--- config.mk ---
export PLATFORM = sky130hd
export DESIGN_NAME = cplx_alu_sequencer
export DESIGN_NICKNAME = d
export VERILOG_FILES = /design/src/rtl/cplx_alu_pkg.sv /design/src/rtl/cplx_tag_pipe.sv /design/src/rtl/cplx_alu_sequencer.sv
export SDC_FILE = /design/constraint.sdc
export NUM_CORES = 1
export LEC_CHECK = 0
export ABC_AREA = 0
export BUFFER_PORTS_ARGS = -buffer_cell sky130_fd_sc_hd__buf_2
export CORE_MARGIN = 2
export CORE_UTILIZATION = 62
export CTS_CLUSTER_DIAMETER = 100
export DETAILED_ROUTE_END_ITERATION = 10
export PLACE_DENSITY = 0.86
export RECOVER_POWER = 25
export SLEW_MARGIN = 10
export SYNTH_ARGS = -nofsm -noshare
export SYNTH_HDL_FRONTEND = slang
export SYNTH_HIERARCHICAL = 1
export SYNTH_SLANG_ARGS = --single-unit
--- constraint.sdc ---
create_clock -name clk -period 5.13 [get_ports clk]
set_clock_uncertainty 0.05 [all_clocks]
set_input_delay 1.2825 -clock clk [delete_from_list [all_inputs] [get_ports clk]]
set_output_delay 1.2825 -clock clk [all_outputs]
set_load 0.01 [all_outputs]
--- src/rtl/cplx_alu_pkg.sv ---
// Shared opcodes, FSM states and capture tags
// for the complex ALU sequencer.
package cplx_alu_pkg;

   localparam logic [1:0] OPC_NOP = 2'b00;
   localparam logic [1:0] OPC_SUB = 2'b01;
   localparam logic [1:0] OPC_ADD = 2'b10;
   localparam logic [1:0] OPC_MUL = 2'b11;

   typedef enum logic [1:0] {
      S_IDLE,
      S_ISSUE,
      S_DRAIN,
      S_DONE
   } state_t;

   typedef enum logic [2:0] {
      TAG_RE,
      TAG_IM,
      TAG_AC,
      TAG_BD,
      TAG_AD,
      TAG_BC
   } tag_t;

endpackage

--- src/rtl/cplx_tag_pipe.sv ---
// Valid+tag shift register that lines up each issued
// scalar op with the cycle its ALU result is present.
module cplx_tag_pipe
   import cplx_alu_pkg::*;
#(
   parameter int DEPTH = 3
) (
   input  logic clk,
   input  logic reset,
   input  logic push,
   input  tag_t tag_in,
   output logic head_valid,
   output tag_t head_tag
);

   logic [DEPTH-1:0] vld;
   tag_t             tags [DEPTH];

   always_ff @(posedge clk or posedge reset) begin
      if (reset) begin
         vld <= '0;
         for (int i = 0; i < DEPTH; i++)
            tags[i] <= TAG_RE;
      end else begin
         vld     <= {vld[DEPTH-2:0], push};
         tags[0] <= tag_in;
         for (int i = 1; i < DEPTH; i++)
            tags[i] <= tags[i-1];
      end
   end

   assign head_valid = vld[DEPTH-1];
   assign head_tag   = tags[DEPTH-1];

endmodule

--- src/rtl/cplx_alu_sequencer.sv ---
// Runs complex ADD/SUB/MUL as a burst of scalar ops
// through one shared pipelined ALU.
module cplx_alu_sequencer
   import cplx_alu_pkg::*;
#(
   parameter int OP_W    = 5,
   parameter int ALU_W   = 2*OP_W,
   parameter int RES_W   = ALU_W+2,
   parameter int ALU_LAT = 2
) (
   input  logic             clk,
   input  logic             reset,
   input  logic             req_valid,
   output logic             req_ready,
   input  logic [1:0]       req_op,
   input  logic [OP_W-1:0]  a_re,
   input  logic [OP_W-1:0]  a_im,
   input  logic [OP_W-1:0]  b_re,
   input  logic [OP_W-1:0]  b_im,
   output logic             res_valid,
   input  logic             res_ready,
   output logic [RES_W-1:0] res_re,
   output logic [RES_W-1:0] res_im,
   output logic             res_err,
   output logic [1:0]       alu_opcode,
   output logic [OP_W-1:0]  alu_op1,
   output logic [OP_W-1:0]  alu_op2,
   input  logic [ALU_W-1:0] alu_out,
   input  logic             alu_valid
);

   localparam int EXT = RES_W - ALU_W;

   state_t           state;
   logic [1:0]       op;
   logic [OP_W-1:0]  ar, ai, br, bi;
   logic [2:0]       cnt, last_cnt;
   logic [ALU_W-1:0] ac, ad;

   logic             accept, issue_now, push;
   logic             head_valid;
   tag_t             head_tag, iss_tag, tag_in;
   logic [OP_W-1:0]  iss_op1, iss_op2;
   logic [RES_W-1:0] out_s, out_z, ac_z, ad_z;

   assign accept    = (state == S_IDLE) && req_valid && req_ready;
   assign last_cnt  = (op == OPC_MUL) ? 3'd3 : 3'd1;
   assign issue_now = (state == S_ISSUE) && (cnt <= last_cnt);

   // First op is always (a_re,b_re): straight from the request.
   always_comb begin
      iss_op1 = ai;
      iss_op2 = bi;
      iss_tag = (op == OPC_MUL) ? TAG_BD : TAG_IM;
      unique case (1'b1)
         cnt == 3'd2: begin
            iss_op1 = ar;
            iss_op2 = bi;
            iss_tag = TAG_AD;
         end
         cnt == 3'd3: begin
            iss_op1 = ai;
            iss_op2 = br;
            iss_tag = TAG_BC;
         end
         default: ;
      endcase
   end

   assign push   = (accept && req_op != OPC_NOP) || issue_now;
   assign tag_in = !accept ? iss_tag :
                   (req_op == OPC_MUL) ? TAG_AC : TAG_RE;

   assign out_s = {{EXT{alu_out[ALU_W-1]}}, alu_out};
   assign out_z = {{EXT{1'b0}}, alu_out};
   assign ac_z  = {{EXT{1'b0}}, ac};
   assign ad_z  = {{EXT{1'b0}}, ad};

   cplx_tag_pipe #(
      .DEPTH (ALU_LAT+1)
   ) u_tags (
      .clk        (clk),
      .reset      (reset),
      .push       (push),
      .tag_in     (tag_in),
      .head_valid (head_valid),
      .head_tag   (head_tag)
   );

   always_ff @(posedge clk or posedge reset) begin
      if (reset) begin
         state      <= S_IDLE;
         req_ready  <= 1'b0;
         res_valid  <= 1'b0;
         res_re     <= '0;
         res_im     <= '0;
         res_err    <= 1'b0;
         alu_opcode <= OPC_NOP;
         alu_op1    <= '0;
         alu_op2    <= '0;
         op         <= OPC_NOP;
         {ar, ai, br, bi} <= '0;
         cnt        <= '0;
         ac         <= '0;
         ad         <= '0;
      end else begin
         alu_opcode <= OPC_NOP;
         unique case (state)
            S_IDLE: begin
               req_ready <= 1'b1;
               if (accept) begin
                  req_ready <= 1'b0;
                  op        <= req_op;
                  {ar, ai, br, bi} <= {a_re, a_im, b_re, b_im};
                  cnt       <= 3'd1;
                  res_re    <= '0;
                  res_im    <= '0;
                  res_err   <= 1'b0;
                  if (req_op == OPC_NOP) begin
                     state <= S_DONE;
                  end else begin
                     state      <= S_ISSUE;
                     alu_opcode <= req_op;
                     alu_op1    <= a_re;
                     alu_op2    <= b_re;
                  end
               end
            end
            S_ISSUE: begin
               if (issue_now) begin
                  alu_opcode <= op;
                  alu_op1    <= iss_op1;
                  alu_op2    <= iss_op2;
                  cnt        <= cnt + 3'd1;
               end else begin
                  state <= S_DRAIN;
               end
            end
            S_DRAIN: ;
            S_DONE: begin
               if (!res_valid) begin
                  res_valid <= 1'b1;
               end else if (res_ready) begin
                  res_valid <= 1'b0;
                  req_ready <= 1'b1;
                  state     <= S_IDLE;
               end
            end
            default: state <= S_IDLE;
         endcase
         if (head_valid) begin
            if (!alu_valid)
               res_err <= 1'b1;
            case (head_tag)
               TAG_RE: res_re <= out_s;
               TAG_IM: begin
                  res_im    <= out_s;
                  res_valid <= 1'b1;
                  state     <= S_DONE;
               end
               TAG_AC: ac <= alu_out;
               TAG_BD: res_re <= ac_z - out_z;
               TAG_AD: ad <= alu_out;
               TAG_BC: begin
                  res_im    <= ad_z + out_z;
                  res_valid <= 1'b1;
                  state     <= S_DONE;
               end
               default: ;
            endcase
         end
      end
   end

endmodule

# == After elaboration in Yosys (flattened, before gate mapping) ==
# Cells that the tools add are included.
# Widths: inputs -> output; s select.
# op_classes
n_addsub,3
order_cmp,1
eq_ne,16
muxes,50
n_reduce_logical,18
# op_table
cell,n
$mux 12,6
$pmux 12 s2,2
$mux 5,8
$mux 2,12
$pmux 5 s2,2
$eq 3x2->1 const B,4
$mux 1,12
$pmux 3 s2,2
$add 10x10->11,1
$sub 10x10->11,1
$ne 2x2->1 const B,5
$mux 3,3
$eq 2x2->1 const B,3
$eq 3x3->1 const B,2
$pmux 2 s3,1
$reduce_and 2->1,3
$reduce_and 3->1,2
$reduce_bool 2->1,3
$logic_and 1x1->1,4
$logic_not 2->1,2
$pmux 2 s2,1
$reduce_and 4->1,1
$add 3x1->3 const B,1
$eq 3x1->1 const B,1
other kinds (6),6
# totals
reg_bits,98
inputBits,37
output_inout_bits,39
wordCells,109

# == Logic depth before layout (Yosys ltp) ==
# Gate-level depths: netlist of the first run.
# depth
ltp_word,8
mapped_depth,9
mapped_depth_nobuf,9

# == By module ==
# The synthesis of the first run kept the hierarchy.
# modules_own_cells
mod,instances,cells_each,area_per_inst_um2,seq_area_each_um2
cplx_alu_sequencer,1,502,4794.6,2152.1
cplx_tag_pipe,1,16,326.6,300.3

# == Least setup slack after synthesis of the first run ==
# OpenSTA, ideal clock, no wires.
# synth_timing
kind,input to register
startpoint,input alu_out[0]
endpoint,register res_re[10]
setup_time_ps,64
arrival_time_ps,2766
required_time_ps,5016
slack_ps,2250
stages,8
path_buffers,0
cell_sequence,ha_1 inv_1 fa_1 a211oi_1 o21ai_0 a31oi_1 o221a_2 a21o_1
# synth_via
elab_chain_len,3
# synth_rtl
element,line_no,rtl
from (decl),cplx_alu_sequencer.sv:28,"input logic [ALU_W-1:0] alu_out,"
$sub 10x10->11,cplx_alu_sequencer.sv:162,TAG_BD: res_re <= ac_z - out_z;
$pmux 12 s2,cplx_alu_sequencer.sv:154,case (head_tag)
$mux 12,cplx_alu_sequencer.sv:151,if (head_valid) begin
to (signal assigned),cplx_alu_sequencer.sv:155,TAG_RE: res_re <= out_s;
to (signal assigned),cplx_alu_sequencer.sv:162,
to (decl),cplx_alu_sequencer.sv:22,"output logic [RES_W-1:0] res_re,"
# No other way between the ends.
# A chain may end at the register's enable or synchronous reset.

# == Worst setup path in the final report of the first run ==
# layout_timing
startpoint,input alu_out[0]
endpoint,register res_re[11]
# Same word-level chain as after synthesis.

==> impl_metrics.tcl, run 1 <==
set metrics [dict create \
    ys_seq_elements 98 \
    required_ns 5.39 \
    relSlewSlack_pct -76.3 \
    worst_ep_arrival_time_ns 3.24 \
    worstSetupStartpointType "input port" \
    dr.pass1.iters 4 \
    pin_count 76 \
    insertion_delay_ns 0.38 \
    syn_area_um2 5120 \
    vdd_drop_max_uv 163 \
    vias 4101 \
    cts_buffers 9 \
    cap_violations 1 \
    synth_top_area_share_pct 47.9 \
    grt.total_usage_pct 27.1 \
    path_class "in2reg" \
    setup-tns-final_ns 0 \
    p_leak_nw 2.94 \
    fin_crit_sh_pct 58.1 \
    power_density_nw_per_um2 243 \
    drt_iter0_markers 311 \
    drc_errors 0 \
    grt_start_max_net_pins 60 \
    h-tree-depth 3 \
    synthMuxAreaShare_pct 9.11 \
    ctsHoldBuffers 0 \
    routed_wirelength_mm 11.5 \
    yosysSeqAreaShare_pct 47.9 \
    setup_viol 0 \
    synth_top_family_by_area "compound AO/OA/AOI/OAI gates" \
    start_util_pct 63.3 \
    top_usage_layer "met2" \
    worst_slew_pin_slew_ns 2.63 \
    core_um2 8090 \
    power_mw 1.39 \
    grtUsageMet1_pct 37.2 \
    crit_chain "buf_2, ha_1, inv_1, fa_1, a211oi_1, o21ai_0, a31oi_1, o221a_2, a21o_1" \
    cp-end-kind "flop" \
    wire_per_inst_um 16.7 \
    synth.distinct_cells 62 \
    use_met3_pct 5.35 \
    cts_root_buf "clkbuf_8" \
    cp_slowest_cell "fa_1" \
    violations "capacitance limit, slew limit" \
    cts_tree "yes" \
    synth_area_leaders "dfrtp_1 (48%), nand2_1 (7.4%), mux2_2 (6.4%)" \
    clk_pin_slew_ns 0.09 \
    rsz0062_at_grt "false" \
    worstSetupStartpoint "alu_out[0]" \
    cp_top_family "compound AO/OA/AOI/OAI gates" \
    fin_crit_ns 2.98 \
    final_layout_size_suffix_gt1_share_pct 22.3 \
    yosys.area.top_type "dfrtp_1" \
    r2r-start "u_tags/head_tag[2]" \
    cts_resized 0 \
    use_met2_pct 42.2 \
    diodes 0 \
    slew_viol_final 60 \
    synthXorXnorAreaFrac_pct 1.37 \
    ys_warn_count 6 \
    hold_violations 0 \
    drt-vias-per-instance 5.93 \
    slowest_delay_ns 0.41 \
    port_buffers 75 \
    nets 645 \
    async_flop_share_pct 100 \
    die_w_um 94.9 \
    die_y_um 94.9 \
    syn_inst 518 \
    overflow 0 \
    syn_area_per_cell_um2 9.89 \
    hold_ws_ns 0.305 \
    dieArea_um2 9000 \
    synthFlopType "dfrtp_1" \
    synth_compound_area_share_pct 16.1 \
    rows 33 \
    fmax_ghz 0.336 \
    worstPathMaxFanout 6 \
    final_antenna_net_count 0 \
    hp-start "u_tags/tags[6]" \
    synth_adder_area_share_pct 6.65 \
    grt_pass1_wl_mm 18.8 \
    hp-class "reg2reg" \
    syn_to_final_growth_pct 11.8 \
    timing.critical_path.buf_inv 2 \
    synth_simple_gate_area_share_pct 14.7 \
    cts_buffer_depth 2 \
    antenna_found_initial 0 \
    status "finished, violations left" \
    post_cts_buffers 0 \
    gp_congestion 0.895 \
    dp_hpwl_mm 8.25 \
    cts.sink_count 98 \
    syn-num-nets 581 \
    grt_pass1_vias 3947 \
    synth_edf_count 0 \
]
state kept, by name, indices dropped and copies added (netlist names), 2 cells and up:
signal           flops
alu_op2              5
ar                   5
state                2
alu_op1              5
u_tags/vld           3
res_re              12
u_tags/tags          6
alu_opcode           2
op                   2
ac                  10
ad                  10
u_tags/head_tag      3
cnt                  3
res_im              12
ai                   5
bi                   5
br                   5
through the flow:
stage	cells	area, um2	util, %	worst slack (ns)
after global routing	692	5730	70.8	1.71
final	692	5730	70.8	2.15
after CTS	692	5730	70.8	2.20
after floorplan	518	5120	-	1.58
after global placement	676	5530	68.3	1.95
after detailed placement	676	5530	68.3	1.82
metal layers:
layer  wire (um)  share of wire, %  vias to the layer above
met5           0                 0                        -
met4         343               3.0                        0
met3         650               5.6                       31
met2        5360                46                      131
met1        5180                45                     2000
li1            -                 -                     1939
cells in the final DEF (no fill, tap or decap), types with 3 or more instances in the layout:
cell,instances
o31a_1,4
a21o_1,11
nor2_2,3
xor2_1,5
a211oi_1,4
dfrtp_1,98
mux2_2,29
a21oi_1,24
o21ai_0,42
nor3_1,8
buf_4,3
nor2b_1,5
o21a_1,3
inv_1,23
and3_1,4
xnor2_1,3
nand2b_1,7
ha_1,24
a22oi_1,4
mux2i_1,14
buf_2,74
nand3_1,8
nor2_1,23
clkbuf_8,9
nand2_1,101
a31oi_1,3
cell usage after synthesis, types with 2 or more instances:
cell type,n
a211oi_1,4
a21boi_0,2
a21o_1,11
a21oi_1,24
a22oi_1,4
a31oi_1,3
a41oi_1,2
and3_1,4
buf_1,4
buf_2,12
buf_4,4
clkbuf_1,5
dfrtp_1,98
fa_1,2
ha_1,24
inv_1,24
mux2_2,29
mux2i_1,14
nand2_1,101
nand2b_1,7
nand3_1,8
nor2_1,23
nor2_2,3
nor2b_1,5
nor3_1,8
o211ai_1,2
o21a_1,3
o21ai_0,42
o22ai_1,2
o31a_1,4
o31ai_1,2
o41ai_1,2
xnor2_1,3
xor2_1,5
power breakdown:
group | total [mW] | switching [mW] | internal, mW | leakage, nW
Sequential | 0.782 | 0.00389 | 0.778 | 1.28
Clock | 0.518 | 0.286 | 0.232 | 0.0950
Combinational | 0.0945 | 0.0600 | 0.0346 | 1.57
Total | 1.39 | 0.350 | 1.04 | 2.94
final timing paths:
kind	end	slack [ns]	cells past startpoint
max	res_re[11]	2.15	9
max reg2reg	ac[7]	2.67	3
min reg2reg	u_tags/tags[3]	0.30	0
max in group asynchronous	res_re[11]	2.16	3
min in group asynchronous	u_tags/head_tag[1]	0.83	2
min	u_tags/tags[3]	0.30	0
worst reg2reg max path: cells and delay by family, from the launching register on:
kind	cells	cell delay (ns)
flops	1	0.63
mux	1	0.42
simple gates	2	1.25
layout make-up:
cell class / instances / area [um2]
Clock inverter: 6 / 73.8
Sequential cell: 98 / 2450
Clock buffer: 10 / 128
Tap cell: 105 / 131
Fill cell: 634 / 2360
Multi-Input combinational cell: 371 / 2450
Timing Repair Buffer: 78 / 397
Inverter: 24 / 91.3
logic make-up after synthesis:
group | count (synthesis)
multiplexers | 43
adder cells (fa/ha/maj) | 26
buffers and inverters | 49
AND/OR/NAND/NOR | 170
XOR/XNOR | 8
AO/OA/AOI/OAI | 124
flip-flops | 98
Power figures use the tool's default switching activity.
==> inputs of run 2 (changes only) <==
--- a/config.mk
+++ b/config.mk
@@ -8,10 +8,10 @@
 export ABC_AREA = 0
 export BUFFER_PORTS_ARGS = -buffer_cell sky130_fd_sc_hd__buf_2
 export CORE_MARGIN = 2
-export CORE_UTILIZATION = 62
+export CORE_UTILIZATION = 57
 export CTS_CLUSTER_DIAMETER = 100
 export DETAILED_ROUTE_END_ITERATION = 10
-export PLACE_DENSITY = 0.86
+export PLACE_DENSITY = 0.8
 export RECOVER_POWER = 25
 export SLEW_MARGIN = 10
 export SYNTH_ARGS = -nofsm -noshare
==> constraint.sdc (replaced) <==
create_clock -name clk -period 2.8 [get_ports clk]
set_clock_uncertainty 0.05 [all_clocks]
set_input_delay 0.7 -clock clk [delete_from_list [all_inputs] [get_ports clk]]
set_output_delay 0.7 -clock clk [all_outputs]
set_load 0.01 [all_outputs]
==> impl_metrics.tcl, run 2 (synthesis results as in run 1) <==
set metrics [dict create \
    clock_power_share_pct 35.7 \
    antenna_found_initial 0 \
    rows 34 \
    wire_per_inst_um 16.7 \
    pin_count 76 \
    syn_to_final_growth_pct 12.8 \
    fin_crit_sh_pct 81.2 \
    nets 653 \
    grtUsageMet1_pct 35.9 \
    largestRegisters "res_im x12, res_re x12" \
    worst_ep_arrival_time_ns 2.54 \
    routed_wirelength_mm 11.7 \
    setup_viol 0 \
    fmax_ghz 0.440 \
    setup-tns-final_ns 0 \
    sw_frac_of_total_pct 26.5 \
    use_met2_pct 40.0 \
    cts_resized 0 \
    insertion_delay_ns 0.37 \
    cts_tree "yes" \
    final_antenna_net_count 0 \
    pwr-share-seq_pct 57.3 \
    dr.pass1.iters 5 \
    final_common_cell "nand2_1" \
    worstSetupStartpointType "input port" \
    relSlewSlack_pct 19.7 \
    grt_pass1_vias 4054 \
    fin_crit_ns 2.27 \
    rsz0062_at_grt "false" \
    power_mw 2.50 \
    cts.sink_count 98 \
    slowest_delay_ns 0.42 \
    p_int_mw 1.84 \
    cap_violations 0 \
    fillers 683 \
    r2r-start "op[1]" \
    h-tree-depth 3 \
    required_ns 3.07 \
    slew_viol_final 0 \
    vias 4128 \
    power.switching_uw 662 \
    gp_congestion 0.974 \
    status "finished clean" \
    rrSetupSlack_ns 0.53 \
    worst_slew_pin_slew_ns 1.20 \
    overflow 0 \
    dieArea_um2 9760 \
    reg2reg_depth 7 \
    diodes 0 \
    p_leak_nw 2.98 \
    reg2reg_to "alu_op2[3]" \
    die_y_um 98.8 \
    drt_iter0_markers 326 \
    grt_pass1_wl_mm 19.8 \
    top_usage_layer "met2" \
    use_met3_pct 3.48 \
    path_class "in2reg" \
    power_density_nw_per_um2 433 \
    grt.total_usage_pct 25.5 \
    post_cts_buffers 0 \
    cp-end-kind "flop" \
    final_layout_size_suffix_gt1_share_pct 23.4 \
    cp_slowest_cell "fa_1" \
    grt_start_max_net_pins 50 \
    clk_pin_slew_ns 0.11 \
    dp_hpwl_mm 8.69 \
    start_util_pct 58.7 \
    hp-class "in2async" \
    cts_buffer_depth 2 \
    vdd_drop_max_uv 282 \
    cts_buffers 9 \
    port_buffers 75 \
    drt-vias-per-instance 5.87 \
    hold_violations 0 \
    die_w_um 98.8 \
    final_cell_mix "nand2_1 (101), dfrtp_1 (98), buf_2 (74), o21ai_0 (42), mux2_2 (29)" \
    core_um2 8720 \
    drc_errors 0 \
    combinationalPowerShare_pct 7.0 \
    crit_chain "buf_2, ha_1, inv_1, fa_1, a211oi_1, o21ai_0, a31oi_1, o221a_2, a21o_1" \
    worstPathMaxFanout 6 \
    cts_root_buf "clkbuf_8" \
    final_core_util_pct 66.3 \
    ctsHoldBuffers 0 \
]
[run 2: how the worst max path moves through the flow]
stage                     startpoint    endpoint  slack [ns]
after floorplan           alu_out[0]  res_re[10]        0.50
after global placement    alu_out[0]  res_re[11]        0.19
after detailed placement  alu_out[0]  res_re[10]        0.17
after CTS                      op[1]  alu_op1[2]        0.50
after global routing           reset       ad[7]        0.21
final                     alu_out[0]  res_re[10]        0.53
[run 2: critical path: cells and delay by family]
kind                       cells  cell delay [ns]
AOI/OAI and AO/OA              5             1.05
buffers and inverters          2             0.20
adders and majority gates      2             0.60
[run 2: layout make-up]
cell class	instances	area [um2]	share of cell area, %
multi-input combinational	371	2450	42.5
sequential	98	2450	42.4
timing repair buffer	86	450	7.80
tap	108	135	2.34
clock buffer	9	124	2.14
inverter	24	91.3	1.58
clock inverter	7	70.1	1.21
[run 2: stage by stage]
| stage | hold WS (ns) | area (um2) | std cells | setup WS (ns) |
|---|---|---|---|---|
| floorplan | 0.281 | 5120 | 518 | 0.502 |
| global placement | 0.284 | 5610 | 687 | 0.191 |
| detailed placement | 0.286 | 5610 | 687 | 0.168 |
| CTS | 0.305 | 5800 | 703 | 0.500 |
| global route | 0.315 | 5780 | 703 | 0.211 |
| finish | 0.274 | 5780 | 703 | 0.525 |
[run 2: routing by layer]
metal / wire, um / up-vias
met1: 5320 / 2035
met2: 5600 / 124
met5: 0 / -
li1: - / 1955
met4: 172 / 0
met3: 623 / 14
[run 2: power by group through the flow]
| stage | clock network [mW] | registers, mW | logic [mW] |
|---|---|---|---|
| finish | 0.892 | 1.43 | 0.174 |
| global placement | 0 | 1.46 | 0.172 |
| CTS | 0.909 | 1.43 | 0.179 |
| floorplan | 0 | 1.47 | 0.0898 |
| detailed placement | 0 | 1.46 | 0.178 |
| global route | 0.969 | 1.44 | 0.196 |
